`src/rtl/pc_fetch_pkg.sv`:
```
// Shared types and helpers for the fetch-PC sequencer.
package pc_fetch_pkg;

  localparam int unsigned XLEN       = 32;
  localparam int unsigned INSN_BYTES = 4;

  typedef enum logic [1:0] {
    StBoot,
    StRun,
    StTrap
  } state_e;

  function automatic logic is_aligned(input logic [XLEN-1:0] addr);
    return addr[1:0] == 2'b00;
  endfunction

endpackage

```
`src/rtl/pc_fetch_seq_plus4.sv`:
```
// Next-sequential-PC adder: pc + one instruction, wrapping mod 2^XLEN.
module pc_fetch_seq_plus4
  import pc_fetch_pkg::*;
(
  input  logic [XLEN-1:0] a_i,
  output logic [XLEN-1:0] sum_o
);

  assign sum_o = a_i + XLEN'(INSN_BYTES);

endmodule

```
`src/rtl/pc_fetch_seq.sv`:
```
// RV32I fetch-PC sequencer: BOOT/RUN/TRAP, valid/ready fetch requests, redirects.
// Optional fetch_cnt output when PC_FETCH_CNT_EN is defined.
module pc_fetch_seq #(
  parameter int unsigned    XLEN      = 32,
  parameter logic [XLEN-1:0] RESET_VEC = 32'h0000_0000
) (
  input  logic            clk,
  input  logic            rst_n,
  input  logic            stall,
  input  logic            redir_valid,
  input  logic [XLEN-1:0] redir_target,
  input  logic            trap_clr,
  output logic            imem_req_valid,
  input  logic            imem_req_ready,
  output logic [XLEN-1:0] imem_addr,
  output logic            misalign,
  output logic [XLEN-1:0] trap_addr
`ifdef PC_FETCH_CNT_EN
  ,
  output logic [31:0]     fetch_cnt
`endif
);

  import pc_fetch_pkg::*;

  state_e          state_q, state_d;
  logic [XLEN-1:0] pc_q, pc_d;
  logic [XLEN-1:0] trap_addr_q, trap_addr_d;
  logic [XLEN-1:0] pc_plus4;
  logic            accept;

  // Adder is fixed at the package width; only XLEN == 32 is supported.
  pc_fetch_seq_plus4 u_plus4 (
    .a_i   (pc_q),
    .sum_o (pc_plus4)
  );

  assign imem_req_valid = (state_q == StRun) && !stall;
  assign accept         = imem_req_valid && imem_req_ready;
  assign imem_addr      = pc_q;
  assign misalign       = (state_q == StTrap);
  assign trap_addr      = trap_addr_q;

  always_comb begin
    state_d     = state_q;
    pc_d        = pc_q;
    trap_addr_d = trap_addr_q;
    unique case (state_q)
      StBoot, StRun: begin
        // Redirect wins over advance and stall; the old-pc handshake still counts.
        if (redir_valid) begin
          if (is_aligned(redir_target)) begin
            pc_d    = redir_target;
            state_d = StRun;
          end else begin
            trap_addr_d = redir_target;
            state_d     = StTrap;
          end
        end else if (state_q == StBoot) begin
          state_d = StRun;
        end else if (accept) begin
          pc_d = pc_plus4;
        end
      end
      StTrap: begin
        if (trap_clr) begin
          pc_d    = RESET_VEC;
          state_d = StBoot;
        end
      end
      default: state_d = StBoot;
    endcase
  end

  always_ff @(posedge clk or negedge rst_n) begin
    if (!rst_n) begin
      state_q     <= StBoot;
      pc_q        <= RESET_VEC;
      trap_addr_q <= '0;
    end else begin
      state_q     <= state_d;
      pc_q        <= pc_d;
      trap_addr_q <= trap_addr_d;
    end
  end

`ifdef PC_FETCH_CNT_EN
  logic [31:0] fetch_cnt_q;

  always_ff @(posedge clk or negedge rst_n) begin
    if (!rst_n) begin
      fetch_cnt_q <= '0;
    end else if ((state_q == StTrap) && trap_clr) begin
      fetch_cnt_q <= '0;
    end else if (accept) begin
      fetch_cnt_q <= fetch_cnt_q + 32'd1;
    end
  end

  assign fetch_cnt = fetch_cnt_q;
`endif

endmodule

```
`config.mk`:
```
export PLATFORM = sky130hd
export DESIGN_NAME = pc_fetch_seq
export DESIGN_NICKNAME = d
export VERILOG_FILES = /design/src/rtl/pc_fetch_pkg.sv /design/src/rtl/pc_fetch_seq_plus4.sv /design/src/rtl/pc_fetch_seq.sv
export SDC_FILE = /design/constraint.sdc
export NUM_CORES = 1
export LEC_CHECK = 0
export CAP_MARGIN = 5
export CORE_UTILIZATION = 30
export CTS_CLUSTER_SIZE = 40
export DETAILED_ROUTE_END_ITERATION = 7
export SYNTH_ARGS = -nofsm -noshare
export SYNTH_HDL_FRONTEND = slang
export SYNTH_SLANG_ARGS = --single-unit
```
`constraint.sdc`:
```
create_clock -name clk -period 4.9 [get_ports clk]
set_clock_uncertainty 0.2 [all_clocks]
set_input_delay 1.225 -clock clk [delete_from_list [all_inputs] [get_ports clk]]
set_output_delay 1.225 -clock clk [all_outputs]
set_load 0.03 [all_outputs]
```
* Word level (Yosys, flattened, before mapping)
Cells that the tools add are included.
** Storage, ports and cells
- Flip-flop bits (word level) :: 66
- Output and inout bits :: 66
- Bits of input ports :: 38
** Operators by class
- Reductions and logical operators :: 10
- Bitwise operators :: 1
- Equality and inequality tests :: 7
- $add $sub $neg :: 1
- Multiplexer cells :: 11
** Operators with widths (count)
- $mux 32 :: 5
- $pmux 32 s2 :: 1
- $add 32x3->32 const B :: 1
- $ne 3x3->1 const B :: 4
- $mux 2 :: 4
- $reduce_and 5->1 :: 1
- $logic_not 2->1 :: 2
- $pmux 2 s2 :: 1
- $reduce_and 3->1 :: 1
- $eq 2x1->1 const B :: 1
- $eq 2x2->1 const B :: 1
- $logic_and 1x1->1 :: 2
- $ne 2x2->1 const B :: 1
- $reduce_and 2->1 :: 1
- $reduce_bool 2->1 :: 1
- $reduce_or 2->1 :: 1
- $logic_not 1->1 :: 1
- $not 1->1 :: 1

* Depth between registers and ports, before layout
- Depth in word-level cells :: 7
- Mapped depth :: 8
- Depth with buffers taken out :: 6

* Cells and area by module
From an unflattened synthesis, not the netlist that was laid out.
** Unflattened totals
- Cells, all modules :: 304
- Area total of the unflattened synthesis :: 3523.4 um^2
** By module, submodules not included
- pc_fetch_seq :: sequential area each 1651.6 um^2, cells each 221, area an instance 2942.8 um^2, instances 1
- pc_fetch_seq_plus4 :: sequential area each 0.0 um^2, cells each 83, area an instance 580.6 um^2, instances 1

* Worst setup path after synthesis
No wires, ideal clock.
- Path type :: input-to-output
- From :: input port stall
- To :: output port imem_req_valid
- Arrival time :: 1.952 ns
- Slack :: 1.523 ns
- Stages :: 1
- Cells stage by stage :: nor3b_1
** On the way
- Cells in the longest elaborated chain, start to end :: 2
** RTL lines
- start: declaration :: line pc_fetch_seq.sv:9 : input logic stall,
- $logic_not 1->1 :: line pc_fetch_seq.sv:38 : assign imem_req_valid = (state_q == StRun) && !stall;
- $logic_and 1x1->1 :: line pc_fetch_seq.sv:38
- end: declaration :: line pc_fetch_seq.sv:13 : output logic imem_req_valid,
Every way passes these cells.

* Worst setup path after layout
Same ends and word-level chain as after synthesis.

==> impl_results.md <==
* Status: completed
* Worst IR Drop VDD at 0.000170 V
* Most numerous cell types in the synthesized netlist: 66 x sky130_fd_sc_hd__dfrtp_1, 33 x sky130_fd_sc_hd__o21ai_0, 30 x sky130_fd_sc_hd__mux2_2, 30 x sky130_fd_sc_hd__nand2_1, 28 x sky130_fd_sc_hd__nor2_1
* Buf/Inv on CP at 2
* Post-detailed-placement cell area at 4490 µm²
* Floorplan die area at 11500 µm²
* Diodes inserted at 0
* Cell repeated most along the worst path: sky130_fd_sc_hd__clkdlybuf4s50_1
* Number of nets produced by synthesis at 380
* Global-route wire length before repair at 15500 µm
* Hold buffers post-CTS at 0
* Combined global-route utilization of all metal layers at 0.175
* Cells resized by post-CTS repair at 0
* MaxCap Viol Count at 0
* FF+latch count, synth at 66
* Hold Path Class: reg -> reg
* Final estimated routing congestion in global placement at around 0.78
* Final setup violation count at 0
* Largest cells by area after synthesis: sky130_fd_sc_hd__dfrtp_1 50%, sky130_fd_sc_hd__mux2_2 10%, sky130_fd_sc_hd__o21ai_0 5.0%
* Power per unit of standard cell area at 385 nW/µm²
* Relative contribution of the clock network to total power at 0.224
* Share of total power in combinational logic at 0.357
* Summed negative setup slack over all endpoints at 0 ns
* Arithmetic-cell share of the synthesized area counting full adders, half adders and majority gates at 0.00376
* FILL cells at 1097
* Switching power as a share of total power at 0.367
* Part of the Yosys area used for sequential elements at 0.497
* Number of buffers inserted by port buffering at 103
* Top Family by Delay on Critical Path: buffers and inverters
* Synth Warn # at 0
* Total via count after detailed routing at 3035
* CP max stage cell: sky130_fd_sc_hd__clkdlybuf4s50_1
* Part of the power in registers at 0.419
* Least-Margin Pin Slew at around 1.1 ns
* Element type at the critical path end: output port
* Mean post-synth cell area at 9.75 µm²
* Layout overhead on the synthesized area at 39.7%
* Main combinational cell family by area after synthesis: simple AND/OR/NAND/NOR gates
* Clock root cell: sky130_fd_sc_hd__clkbuf_8
* Highest net fanout along the worst path at 2
* Final HPWL from detailed placement at 6630 µm
* Worst rel slew slack at 0.265
* Level count of the clock H-tree at 3
* NetSw at 0.000656 W
* Leakage power at 1.82 nW
* Final worst path period need at 3.96 ns
* Compound-gate portion of the synthesized area at 0.143
* Die height at between 100 and 150 µm
* Antenna violations before repair at 0
* Setup repair after global routing missed its margin: no
* Wire length per cell after detailed routing at 16.3 µm
* Number of buffers created by CTS at 9
* Worst path arrival time at approximately 2.5 ns
* Highest clock rate at 253 MHz
* Reg-to-reg startpoint: imem_addr[2]
* Type of element launching the critical path: input port
* Number of slew-limit violations in the final report at 0
* Clock tree from TritonCTS: yes
* Number of global-route vias before repair at 3027
* Via count normalized by instance count at approximately 5.2
* Clock latency reported for the late side of the worst-skew pair at 0.33 ns
* Ys flop type: sky130_fd_sc_hd__dfrtp_1
* Post-layout instance area at approximately 4600 µm²
* Hold Violations, Final at 0
* CP Launch Point: stall
* Final period utilization at 0.807
* Cell with the most instances after synthesis: sky130_fd_sc_hd__dfrtp_1
* Layout cells sized above 1 at 0.120
* Num Clock Sinks at 66
* Register clock-pin slew on the reported worst setup and hold paths at ~0.070 ns
* Async S/R FF share, synth at 1.00
* First-pass iteration count of the detailed router at 4
* Number of core rows at 38
* Post-Synthesis Cell Area at 3320 µm²
* Library cell with the largest summed area after synthesis: sky130_fd_sc_hd__dfrtp_1
* Cell chain of the critical path: clkdlybuf4s50_1 -> nor3b_1 -> clkdlybuf4s50_1
* Yosys top cell area share at 0.497
* Launch point of the worst hold path: trap_addr[0]
* Number of design rule violations left after detail routing at 0
* Post-CTS setup-driven buffer insertion count at 0
* Remaining number of nets flagged by the antenna check after routing at 0
* Number of DRC violations after detailed-routing iteration 0 at 144
* Internal portion of total power at 0.00113 W
* Fraction of synthesized cell area in xor and xnor cells at 0.00263
* Wire length after detailed routing at 9500 µm
* Crit path largest cell delay at roughly 0.7 ns
* Total gr overflow at 0
* Pin count of the biggest net entering global routing at 47
* Number of flops mapped to enable cells by yosys at 0
* I/O pin count at 104
* Post-Synthesis Cells at about 340
* Maximum number of buffers from clock root to sink at 2
* Core Footprint at 10800 µm²
* Worst path required time at 3.47 ns
* Nets at 478
* Category of the most critical setup path: in -> out
* Simple-gate portion of the synthesized area at 0.215
* Die W at 107 µm
* Synth cell types at 42
* Mux contribution to synthesized area at 0.111
* Initial Util at 0.307
-- power groups by stage --
stage / registers, W / logic [W] / clock network, W
after floorplan: 0.000937 / 0.000158 / 0
after global placement: 0.000753 / 0.000640 / 0
after detailed placement: 0.000758 / 0.000647 / 0
after CTS: 0.000749 / 0.000648 / 0.000418
after global routing: 0.000771 / 0.000682 / 0.000442
final: 0.000750 / 0.000640 / 0.000400
-- area by class of cell --
cell class              instances  area, µm²  share of cell area
repair buffers                107       1060               0.227
flip-flops and latches         66       1650               0.356
well taps                     140        175              0.0377
multi-input cells             252       1590               0.343
clock buffers                  13        159              0.0342
inverters                       3       11.3             0.00242
-- worst min-delay path: stages (launching register included) --
cell and delay, ns:
sky130_fd_sc_hd__dfrtp_1 0.36, sky130_fd_sc_hd__nand2_1 0.05, sky130_fd_sc_hd__nand2_1 0.05
-- per-stage QoR --
| stage | hold WS [ns] | std cells | power (W) | utilization | setup WS (ns) |
|---|---|---|---|---|---|
| after floorplan | 0.433 | 341 | 0.00109 | - | 1.52 |
| after global placement | 0.272 | 568 | 0.00139 | 0.414 | 0.972 |
| after detailed placement | 0.281 | 568 | 0.00141 | 0.414 | 0.927 |
| after CTS | 0.299 | 581 | 0.00182 | 0.428 | 0.938 |
| after global routing | 0.325 | 581 | 0.00189 | 0.428 | 0.908 |
| final | 0.291 | 581 | 0.00179 | 0.428 | 0.944 |
-- routing by layer --
layer,up-vias,global-route usage,share of wire
li1,1449,-,-
met3,13,0.0418,0.058
met2,106,0.287,0.48
met1,1467,0.224,0.45
met5,-,0,0
met4,0,0.0656,0.014
-- cell families after synthesis --
logic type / Yosys count
flip-flops: 66
adder cells (fa/ha/maj): 1
XOR/XNOR: 1
buffers and inverters: 23
multiplexers: 33
AND/OR/NAND/NOR: 138
AO/OA/AOI/OAI: 79
-- worst paths after layout --
path | endpoint | slack (ns) | cells past startpoint
setup / recovery | imem_req_valid | 0.94 | 3
hold / removal | trap_addr[0] | 0.29 | 2
setup reg to reg | imem_addr[30] | 2.40 | 6
hold reg to reg | trap_addr[0] | 0.29 | 2
max in group asynchronous | imem_addr[26] | 2.73 | 2
min in group asynchronous | trap_addr[20] | 0.90 | 1
-- layout by cell type, fill, tap and decap left out, types with 2 or more instances in the layout --
cell,instances
sky130_fd_sc_hd__and2_1,3
sky130_fd_sc_hd__nand3_1,16
sky130_fd_sc_hd__or3_1,3
sky130_fd_sc_hd__clkbuf_1,2
sky130_fd_sc_hd__nand2_1,30
sky130_fd_sc_hd__a21oi_1,17
sky130_fd_sc_hd__o21ai_0,33
sky130_fd_sc_hd__clkdlybuf4s50_1,102
sky130_fd_sc_hd__mux2_2,30
sky130_fd_sc_hd__or2_2,2
sky130_fd_sc_hd__nor2b_1,3
sky130_fd_sc_hd__nor3b_1,2
sky130_fd_sc_hd__o311ai_0,3
sky130_fd_sc_hd__dfrtp_1,66
sky130_fd_sc_hd__a22oi_1,8
sky130_fd_sc_hd__nor4_1,7
sky130_fd_sc_hd__nor3_1,11
sky130_fd_sc_hd__o211ai_1,4
sky130_fd_sc_hd__nand2b_1,2
sky130_fd_sc_hd__and4_1,3
sky130_fd_sc_hd__and3_1,6
sky130_fd_sc_hd__nor2_1,28
sky130_fd_sc_hd__a31oi_1,5
sky130_fd_sc_hd__mux2i_1,3
sky130_fd_sc_hd__inv_1,3
sky130_fd_sc_hd__nand3b_1,3
sky130_fd_sc_hd__buf_4,4
sky130_fd_sc_hd__clkbuf_8,11
sky130_fd_sc_hd__a221o_1,2
sky130_fd_sc_hd__nand4_1,13
-- flip-flops by register name, indices dropped and copies added, names as in the netlist --
signal,cells
imem_addr,32
state_q,2
trap_addr,32
Power figures use the tool's default switching activity.
